## config.mk

```make
export PLATFORM = sky130hd
export DESIGN_NAME = sq_opn_pg_mux
export DESIGN_NICKNAME = d
export VERILOG_FILES = /design/src/rtl/sq_opn_pkg.sv /design/src/rtl/sq_opn_pg_inc.sv /design/src/rtl/sq_opn_pg_mux.sv
export SDC_FILE = /design/constraint.sdc
export NUM_CORES = 2
export LEC_CHECK = 0
export CAP_MARGIN = 20
export CORE_MARGIN = 2
export CORE_UTILIZATION = 63
export CTS_CLUSTER_DIAMETER = 150
export DETAILED_ROUTE_END_ITERATION = 10
export PLACE_DENSITY_LB_ADDON = 0.3
export SLEW_MARGIN = 20
export SYNTH_ARGS = -nofsm -noshare
export SYNTH_HDL_FRONTEND = slang
export SYNTH_SLANG_ARGS = --single-unit
```

## constraint.sdc

```tcl
create_clock -name clk -period 6.9 [get_ports clk]
set_clock_uncertainty 0.1 [all_clocks]
set_input_delay 1.38 -clock clk [delete_from_list [all_inputs] [get_ports clk]]
set_output_delay 1.38 -clock clk [all_outputs]
set_load 0.02 [all_outputs]
```

## src/rtl/sq_opn_pkg.sv

```systemverilog
`default_nettype none
// ============================================================================
// sq_opn_pkg : wr_data field layout and phase increment helper for the OPN
//              phase generator.
// Rev 1.0
// ============================================================================
package sq_opn_pkg;

    localparam int FNUM_LSB = 0;
    localparam int BLK_LSB  = 11;
    localparam int MUL_LSB  = 14;
    localparam int KON_BIT  = 18;

    localparam int FNUM_W   = 11;
    localparam int BLK_W    = 3;
    localparam int MUL_W    = 4;
    localparam int CFG_W    = 19;
    localparam int BASE_W   = 17;
    localparam int INC_W    = 21;

    // multiple==0 means x0.5; otherwise x1..x15 on the block-shifted fnumber.
    function automatic logic [INC_W-1:0] phase_inc(
        input logic [FNUM_W-1:0] fnumber,
        input logic [BLK_W-1:0]  block,
        input logic [MUL_W-1:0]  multiple
    );
        logic [BASE_W:0]    shifted;
        logic [BASE_W-1:0]  base;
        logic [INC_W-1:0]   result;
        shifted = {7'b0, fnumber} << block;
        base    = BASE_W'(shifted >> 1);
        if (multiple == '0) begin
            result = INC_W'(base >> 1);
        end else begin
            result = INC_W'(base) * INC_W'(multiple);
        end
        return result;
    endfunction

endpackage
`default_nettype wire

```

## src/rtl/sq_opn_pg_inc.sv

```systemverilog
`default_nettype none
// ============================================================================
// sq_opn_pg_inc : combinational phase increment, masked to the accumulator width.
// Rev 1.0
// ============================================================================
module sq_opn_pg_inc
    import sq_opn_pkg::*;
#(
    parameter int PHASE_W = 20
) (
    input  logic [FNUM_W-1:0]  fnumber,
    input  logic [BLK_W-1:0]   block,
    input  logic [MUL_W-1:0]   multiple,
    output logic [PHASE_W-1:0] inc
);

    logic [INC_W-1:0] w_full;

    assign w_full = phase_inc(fnumber, block, multiple);

    generate
        if (PHASE_W < INC_W) begin : g_trunc
            logic w_unused_hi;
            assign w_unused_hi = ^w_full[INC_W-1:PHASE_W];
            assign inc         = w_full[PHASE_W-1:0];
        end else begin : g_wide
            assign inc = PHASE_W'(w_full);
        end
    endgenerate

endmodule
`default_nettype wire

```

## src/rtl/sq_opn_pg_mux.sv

```systemverilog
`default_nettype none
// ============================================================================
// sq_opn_pg_mux : time-multiplexed multi-slot OPN phase generator (2-stage pipe).
// Rev 1.0
// ============================================================================
module sq_opn_pg_mux
    import sq_opn_pkg::*;
#(
    parameter int SLOTS   = 24,
    parameter int PHASE_W = 20,
    parameter int OUT_W   = 10,
    parameter int AW      = 5
) (
    input  logic             clk,
    input  logic             reset_n,
    input  logic             en,
    input  logic             wr_en,
    input  logic [AW-1:0]    wr_addr,
    input  logic [CFG_W-1:0] wr_data,
    output logic             out_valid,
    output logic [AW-1:0]    out_slot,
    output logic [OUT_W-1:0] out_phase,
    output logic             out_sync
);

    localparam logic [AW:0]   c_slots = (AW+1)'(SLOTS);
    localparam logic [AW-1:0] c_last  = AW'(SLOTS - 1);

    logic [CFG_W-1:0]   r_cfg [SLOTS];
    logic [PHASE_W-1:0] r_phase [SLOTS];
    logic [SLOTS-1:0]   r_key_seen;
    logic [AW-1:0]      r_cnt;

    logic [AW-1:0]      r_s1_slot;
    logic               r_s1_valid;
    logic [PHASE_W-1:0] r_s1_inc;
    logic               r_s1_restart;

    logic               r_out_valid;
    logic [AW-1:0]      r_out_slot;
    logic [OUT_W-1:0]   r_out_phase;
    logic               r_out_sync;

    logic [CFG_W-1:0]   w_cfg;
    logic [FNUM_W-1:0]  w_fnum;
    logic [BLK_W-1:0]   w_blk;
    logic [MUL_W-1:0]   w_mul;
    logic               w_kon;
    logic               w_restart;
    logic [PHASE_W-1:0] w_inc;
    logic [PHASE_W-1:0] w_sum;
    logic [PHASE_W-1:0] w_new;
    logic               w_s2_go;

    // Register file: a same-cycle write to the slot being read lands after the read.
    always_ff @(posedge clk or negedge reset_n) begin
        if (!reset_n) begin
            for (int i = 0; i < SLOTS; i++) begin
                r_cfg[i] <= '0;
            end
        end else if (wr_en && ({1'b0, wr_addr} < c_slots)) begin
            r_cfg[wr_addr] <= wr_data;
        end
    end

    assign w_cfg     = r_cfg[r_cnt];
    assign w_fnum    = w_cfg[FNUM_LSB +: FNUM_W];
    assign w_blk     = w_cfg[BLK_LSB +: BLK_W];
    assign w_mul     = w_cfg[MUL_LSB +: MUL_W];
    assign w_kon     = w_cfg[KON_BIT];
    assign w_restart = w_kon & ~r_key_seen[r_cnt];

    sq_opn_pg_inc #(
        .PHASE_W  (PHASE_W)
    ) u_inc (
        .fnumber  (w_fnum),
        .block    (w_blk),
        .multiple (w_mul),
        .inc      (w_inc)
    );

    // Stage 1: slot sequencing, increment lookup and key-on edge detection.
    always_ff @(posedge clk or negedge reset_n) begin
        if (!reset_n) begin
            r_cnt        <= '0;
            r_key_seen   <= '0;
            r_s1_slot    <= '0;
            r_s1_valid   <= 1'b0;
            r_s1_inc     <= '0;
            r_s1_restart <= 1'b0;
        end else if (en) begin
            r_cnt             <= (r_cnt == c_last) ? '0 : r_cnt + 1'b1;
            r_key_seen[r_cnt] <= w_kon;
            r_s1_slot         <= r_cnt;
            r_s1_valid        <= 1'b1;
            r_s1_inc          <= w_inc;
            r_s1_restart      <= w_restart;
        end
    end

    assign w_s2_go = en & r_s1_valid;
    assign w_sum   = r_phase[r_s1_slot] + r_s1_inc;
    assign w_new   = r_s1_restart ? '0 : w_sum;

    // Stage 2: accumulate; a slot is revisited only SLOTS cycles later, so no bypass.
    always_ff @(posedge clk or negedge reset_n) begin
        if (!reset_n) begin
            for (int i = 0; i < SLOTS; i++) begin
                r_phase[i] <= '0;
            end
        end else if (w_s2_go) begin
            r_phase[r_s1_slot] <= w_new;
        end
    end

    always_ff @(posedge clk or negedge reset_n) begin
        if (!reset_n) begin
            r_out_valid <= 1'b0;
            r_out_sync  <= 1'b0;
            r_out_slot  <= '0;
            r_out_phase <= '0;
        end else begin
            r_out_valid <= w_s2_go;
            r_out_sync  <= w_s2_go & (r_s1_slot == '0);
            if (w_s2_go) begin
                r_out_slot  <= r_s1_slot;
                r_out_phase <= w_new[PHASE_W-1 -: OUT_W];
            end
        end
    end

    assign out_valid = r_out_valid;
    assign out_slot  = r_out_slot;
    assign out_phase = r_out_phase;
    assign out_sync  = r_out_sync;

endmodule
`default_nettype wire

```

# --- Word-level counts from Yosys, hierarchy flattened ---
# Cells that the tools add are included.
# W data, S select, Z words.
totals:
  out_inout_bits: 17
  inputBits: 28
  word_cells: 104
  regBits: 1009
classes:
  order_cmp: 8
  n_eq_ne: 1
  mux: 20
  n_shift: 1
  bitwise: 7
  n_mul: 1
  reduce_logical: 6
  addsub: 2
ops:
  columns: ["cell", "count"]
  rows:
  - ["$bwmux W480", 1]
  - ["$bwmux W456", 1]
  - ["$bmux W20 S5", 1]
  - ["$demux W20 S5", 1]
  - ["$mux W20", 5]
  - ["$bmux W19 S5", 1]
  - ["$demux W19 S5", 1]
  - ["$mux W19", 3]
  - ["$bwmux W24", 1]
  - ["$add A20 B20 Y20", 1]
  - ["$mul A17 B4 Y20", 1]
  - ["$ge A6 B6 Y1 const B", 3]
  - ["$not A5 Y6", 3]
  - ["$shl A11 B3 Y18", 1]
  - ["$lt A6 B1 Y1 const B", 2]
  - ["$lt A5 B6 Y1 const B", 1]
  - ["$add A5 B1 Y5 const B", 1]
  - ["$bmux W1 S5", 1]
  - ["$demux W1 S5", 1]
  - ["$eq A5 B5 Y1 const B", 1]
  - ["$ge A5 B1 Y1 const B", 1]
  - ["$logic_not A5 Y1", 1]
  - ["$lt A5 B5 Y1 const B", 1]
  - ["$mux W5", 1]
  - ["other kinds (5)", 11]

# --- Logic depth before layout (Yosys ltp) ---
depth:
  depth_word: 7
  depth_mapped: 26
  mapped_depth_nobuf: 21

# --- Modules after synthesis ---
# A second synthesis with hierarchy kept.
unflattened:
  hier_cells: 3795
  area_unflattened_um2: 47623.2
modules_own_cells:
  columns: ["mod", "cells_per_inst", "seq_area_each_um2", "area_each_um2", "n_inst"]
  rows:
  - ["sq_opn_pg_mux", 3396, 25249.2, 44745.4, 1]
  - ["sq_opn_pg_inc", 399, 0.0, 2877.8, 1]

# --- Least setup slack after synthesis ---
# OpenSTA, ideal clock, no wires.
synth_timing:
  path_type: "register to register"
  from: "register r_cnt[0]"
  to: "register r_s1_inc[19]"
  setup_slack_ps: 911
  stages_incl_launch_ff: 25
  path_buffers: 4
  period_less_slack_ps: 5989
  setup_time_ps: 101
  arrival_ps: 5788
  required_time_ps: 6699
  cell_sequence: "dfrtp_1 -> buf_6 -> buf_8 -> buf_8 -> buf_4 -> mux4_2 -> a22oi_1 -> o211ai_1 -> mux2_2 -> mux2_4 -> a21o_1 -> and2_1 -> fa_1 -> inv_1 -> fa_1 -> inv_1 -> ha_1 -> a21oi_1 -> o21ai_0 -> or2_2 -> or4_1 -> and3_1 -> nor3_1 -> a211oi_1 -> o32ai_1"
synth_between:
  elab_chain_cells: 7
  elab_cells_between_ends: 8
  classes_between: "mul: 1; shift: 1; mux: 4; bitwise: 1; reduce/logical: 1"
synth_lines:
  columns: ["element", "line", "rtl"]
  rows:
  - ["from (decl)", "sq_opn_pg_mux.sv:32", "logic [AW-1:0] r_cnt;"]
  - ["from (signal assigned)", "sq_opn_pg_mux.sv:92", "r_cnt <= (r_cnt == c_last) ? '0 : r_cnt + 1'b1;"]
  - ["$not A5 Y6 (implied by the code) *", "sq_opn_pg_mux.sv:66", "assign w_cfg = r_cfg[r_cnt];"]
  - ["$bmux W19 S5 *", "sq_opn_pg_mux.sv:66", null]
  - ["$mux W19 (implied by the code) * (2 in a row)", "sq_opn_pg_mux.sv:66", null]
  - ["$shl A11 B3 Y18", "sq_opn_pkg.sv:30", "shifted = {7'b0, fnumber} << block;"]
  - ["$mul A17 B4 Y20", "sq_opn_pkg.sv:35", "result = INC_W'(base) * INC_W'(multiple);"]
  - ["$mux W20 *", "sq_opn_pkg.sv:32", "if (multiple == '0) begin"]
  - ["to (signal assigned)", "sq_opn_pg_mux.sv:96", "r_s1_inc <= w_inc;"]
  - ["to (decl)", "sq_opn_pg_mux.sv:36", "logic [PHASE_W-1:0] r_s1_inc;"]
# Mark *: on every way between the ends. The rest lies on a longest branch, timed or not. The select of a mux whose other input is x is not followed.
# A chain may end at the register's enable or synchronous reset.

# --- Final worst setup path ---
# Same ends and word-level chain as after synthesis.

==> results.py <==
metrics = {
    "status": {
        "status": "complete, no violations",
    },
    "place": {
        "place.detailed.hpwl_um": 76450,
        "post-place-ws_ps": 333.1,
        "io_buffer_count": 44,
        "gp_routability_congestion": 0.8759,
    },
    "timing": {
        "finalHoldViolCount": 0,
        "fin_crit_sh_pct": 94.95,
        "clock.fmax_mhz": 152.6,
        "final.setup.tns_ps": 0,
        "number_of_endpoints_failing_setup_at_the_final_stage": 0,
        "final.setup.worst_slack_ps": 348.7,
        "slew-limit-headroom_pct": 26.07,
        "rsz0062_at_grt": "false",
        "fin_crit_ps": 6551,
        "slew_violations": 0,
        "measured_slew_at_the_worst_slew_check_pin_ps": 1106,
    },
    "floorplan": {
        "core_area_sq_um": 76080,
        "die_w_um": 281.7,
        "initial_utilization_pct": 63.85,
        "num_rows": 101,
        "die_height_um": 281.7,
        "die_area_sq_um": 79340,
        "design.portCount": 45,
    },
    "cells_and_area": {
        "finalCoreUtilization_pct": 70.71,
        "antenna_cells_inserted": 0,
        "synthToLayoutAreaGrowth_pct": 10.74,
        "share_of_final_layout_standard_cells_stronger_than_drive_strength_1_pct": 28.14,
        "final_net_count": 4038,
    },
    "pwr": {
        "worst_ir_drop_vdd_uv": 345.5,
        "netSwitchingPower_mw": 10.34,
        "p_clk_share_pct": 22.5,
        "power.sequential.fraction_pct": 33.8,
        "p_sw_share_pct": 40.27,
        "power-per-cell-area_nw_per_um2": 477.1,
        "total_power_mw": 25.66,
        "p_leak_nw": 24.27,
        "p_int_mw": 15.33,
        "p_comb_share_pct": 43.7,
    },
    "clocking": {
        "cts_max_path_buffers": 3,
        "tritoncts_clock_tree": "done",
        "clkSinkCount": 1009,
        "cts_inserted_buffers": 100,
        "cts_hold_buffers": 0,
        "clk_root_buffer_cell": "sky130_fd_sc_hd__clkbuf_16",
        "cts_htree_levels": 3,
        "clock_insertion_delay_worst_skew_ps": 690,
        "cts.reportedPaths.clkPinSlew_ps": 60,
    },
    "grt": {
        "grtUsageMet2_pct": 54.11,
        "via_count_of_the_first_global_routing_pass": 34080,
        "antenna_found_initial": 0,
        "top_usage_layer": "met2",
        "globalRouteTotalUtil_pct": 32.79,
        "use_met1_pct": 43.39,
        "gr_ovfl_total": 0,
        "first_pass_grt_wire_length_um": 198600,
        "grt_max_degree": 164,
        "gr-usage-met3_pct": 5.312,
    },
    "routing": {
        "num_vias": 33030,
        "drtIter0Drc": 3544,
        "routedWlPerCell_um": 25.16,
        "routed_via_density": 6.542,
        "drt_pre_antenna_iters": 6,
        "dr_drc_count": 0,
        "detail_route.wirelength_um": 127000,
        "antenna_left": 0,
    },
    "yosys": {
        "synth_edf_count": 0,
        "yosys_warnings": 0,
        "syn_area_sq_um": 48570,
        "postSynthRegisterBits": 1009,
        "yosys.cell_types.count": 77,
        "synth.yosys.seq_area_share_pct": 51.98,
        "postSynth.asyncResetShare_pct": 100.0,
        "syn_avg_cell_area_sq_um": 12.17,
        "synthesis.instances": 3990,
        "ys.flop_type": "sky130_fd_sc_hd__dfrtp_1",
        "post_synthesis_net_count": 4095,
    },
    "critical_path": {
        "worst-endpoint-arrival_ps": 7040,
        "criticalPathCategory": "reg -> reg",
        "path_max_fanout": 14,
        "timing.critical_path.required_ps": 7380,
        "setup.worst_path.start_class": "flip-flop",
        "critPathCaptureType": "flip-flop",
    },
    "worst_hold_path": {
        "worst_hold_path_type": "reg -> reg",
    },
    "run": {
        "timing.max_cap.violations": 0,
    },
}
-- cells in the mapped netlist, types with 26 or more instances --
master / number / area share (%)
sky130_fd_sc_hd__nand2_1: 560 / 4.3
sky130_fd_sc_hd__a22oi_1: 83 / 1.3
sky130_fd_sc_hd__mux4_2: 234 / 11
sky130_fd_sc_hd__dfrtp_1: 1009 / 52
sky130_fd_sc_hd__a211o_1: 26 / 0.47
sky130_fd_sc_hd__nor2_1: 131 / 1.0
sky130_fd_sc_hd__a21oi_1: 60 / 0.62
sky130_fd_sc_hd__clkbuf_1: 284 / 2.2
sky130_fd_sc_hd__inv_1: 85 / 0.66
sky130_fd_sc_hd__nand4_1: 36 / 0.46
sky130_fd_sc_hd__o31ai_1: 51 / 0.79
sky130_fd_sc_hd__ha_1: 46 / 1.2
sky130_fd_sc_hd__o211ai_1: 40 / 0.62
sky130_fd_sc_hd__o21ai_0: 359 / 3.7
sky130_fd_sc_hd__nand3_1: 68 / 0.70
sky130_fd_sc_hd__mux2i_1: 34 / 0.70
sky130_fd_sc_hd__mux2_2: 543 / 13
sky130_fd_sc_hd__fa_1: 31 / 1.3
-- metrics by stage --
stage               instance area (sq um)  instances  hold WS (ps)
floorplan                           48570       3990         339.4
global placement                    50220       4858         352.0
detailed placement                  50230       4859         357.2
CTS                                 53750       5047         373.0
global route                        53790       5049         389.7
finish                              53790       5049         373.4
-- kinds of logic after synthesis --
kind of cell    share of synthesized area [%]
fa+ha+maj                               2.463
compound gates                          9.217
mux                                     24.24
flops                                   51.98
xor+xnor                               0.4328
simple gates                            8.189
buf+inv                                 3.472
-- registers in the layout (all words and copies together) (netlist names) --
register      flops
r_s1_restart      1
out_valid         1
out_sync          1
out_phase        10
r_cfg           456
r_s1_slot         5
r_phase         480
r_cnt             5
out_slot          5
r_s1_inc         20
r_s1_valid        1
r_key_seen       24
-- power groups by stage --
stage	combinational, mW	sequential [mW]	clock (mW)
2_1_floorplan	8.08	8.23	0
3_3_place_gp	10.7	8.62	0
3_5_place_dp	11.0	8.72	0
4_1_cts	11.1	8.64	5.80
5_1_grt	12.2	8.84	6.05
6_report	11.2	8.68	5.77
-- what timing repair did --
action                                  4_1_cts  5_1_grt
buffers inserted                              0        1
resized for setup                             0        1
endpoints found under the setup margin        0        3
-- worst max-delay path, stage by stage (launching register included) --
cell	delay, ps
sky130_fd_sc_hd__dfrtp_4	670
sky130_fd_sc_hd__mux4_2	550
sky130_fd_sc_hd__a221oi_1	530
sky130_fd_sc_hd__nor3_2	70
sky130_fd_sc_hd__buf_4	220
sky130_fd_sc_hd__mux2_2	310
sky130_fd_sc_hd__mux2_4	290
sky130_fd_sc_hd__a21o_1	200
sky130_fd_sc_hd__and2_1	170
sky130_fd_sc_hd__fa_1	530
sky130_fd_sc_hd__inv_1	50
sky130_fd_sc_hd__fa_1	470
sky130_fd_sc_hd__inv_1	40
sky130_fd_sc_hd__ha_1	320
sky130_fd_sc_hd__a21oi_1	190
sky130_fd_sc_hd__o21ai_0	90
sky130_fd_sc_hd__or2_2	300
sky130_fd_sc_hd__or4_1	520
sky130_fd_sc_hd__and3_1	190
sky130_fd_sc_hd__nor3_1	270
sky130_fd_sc_hd__a211oi_1	100
sky130_fd_sc_hd__o32ai_1	260
-- metal layers --
layer,up-vias,part of all wire (%)
met5,-,0
li1,14314,-
met2,1343,49
met3,386,6.9
met4,0,4.9
met1,16987,39
-- final timing paths --
| check | to | slack, ps | startpoint | depth (start not counted) |
|---|---|---|---|---|
| min reg2reg | r_s1_valid | 370 | r_s1_valid | 1 |
| min | r_s1_valid | 370 | r_s1_valid | 1 |
| max in group asynchronous | out_phase[6] | 4590 | reset_n | 2 |
| max | r_s1_inc[19] | 350 | r_cnt[0] | 21 |
| min in group asynchronous | r_phase[81] | 630 | reset_n | 1 |
| max reg2reg | r_s1_inc[19] | 350 | r_cnt[0] | 21 |
-- final cells by class --
class | instances | area, sq um
Timing Repair Buffer | 172 | 1629
Fill cell | 5125 | 22280
Clock buffer | 151 | 3017
Sequential cell | 1009 | 25270
Inverter | 89 | 334.1
Clock inverter | 37 | 501.7
Tap cell | 1030 | 1289
Multi-Input combinational cell | 2561 | 21750
-- cell usage in the layout (no fill, tap or decap), types with 28 or more instances in the layout --
cell                              instances
sky130_fd_sc_hd__dfrtp_1               1003
sky130_fd_sc_hd__nand2_1                551
sky130_fd_sc_hd__mux2_2                 543
sky130_fd_sc_hd__o21ai_0                359
sky130_fd_sc_hd__mux4_2                 234
sky130_fd_sc_hd__nor2_1                 131
sky130_fd_sc_hd__buf_4                  109
sky130_fd_sc_hd__clkbuf_16              102
sky130_fd_sc_hd__inv_1                   85
sky130_fd_sc_hd__a22oi_1                 83
sky130_fd_sc_hd__nand3_1                 68
sky130_fd_sc_hd__a21oi_1                 59
sky130_fd_sc_hd__o31ai_1                 51
sky130_fd_sc_hd__ha_1                    46
sky130_fd_sc_hd__clkdlybuf4s50_1         42
sky130_fd_sc_hd__o211ai_1                40
sky130_fd_sc_hd__nand4_1                 36
sky130_fd_sc_hd__mux2i_1                 33
sky130_fd_sc_hd__fa_1                    31
sky130_fd_sc_hd__clkbuf_8                28
Power figures use the tool's default switching activity.
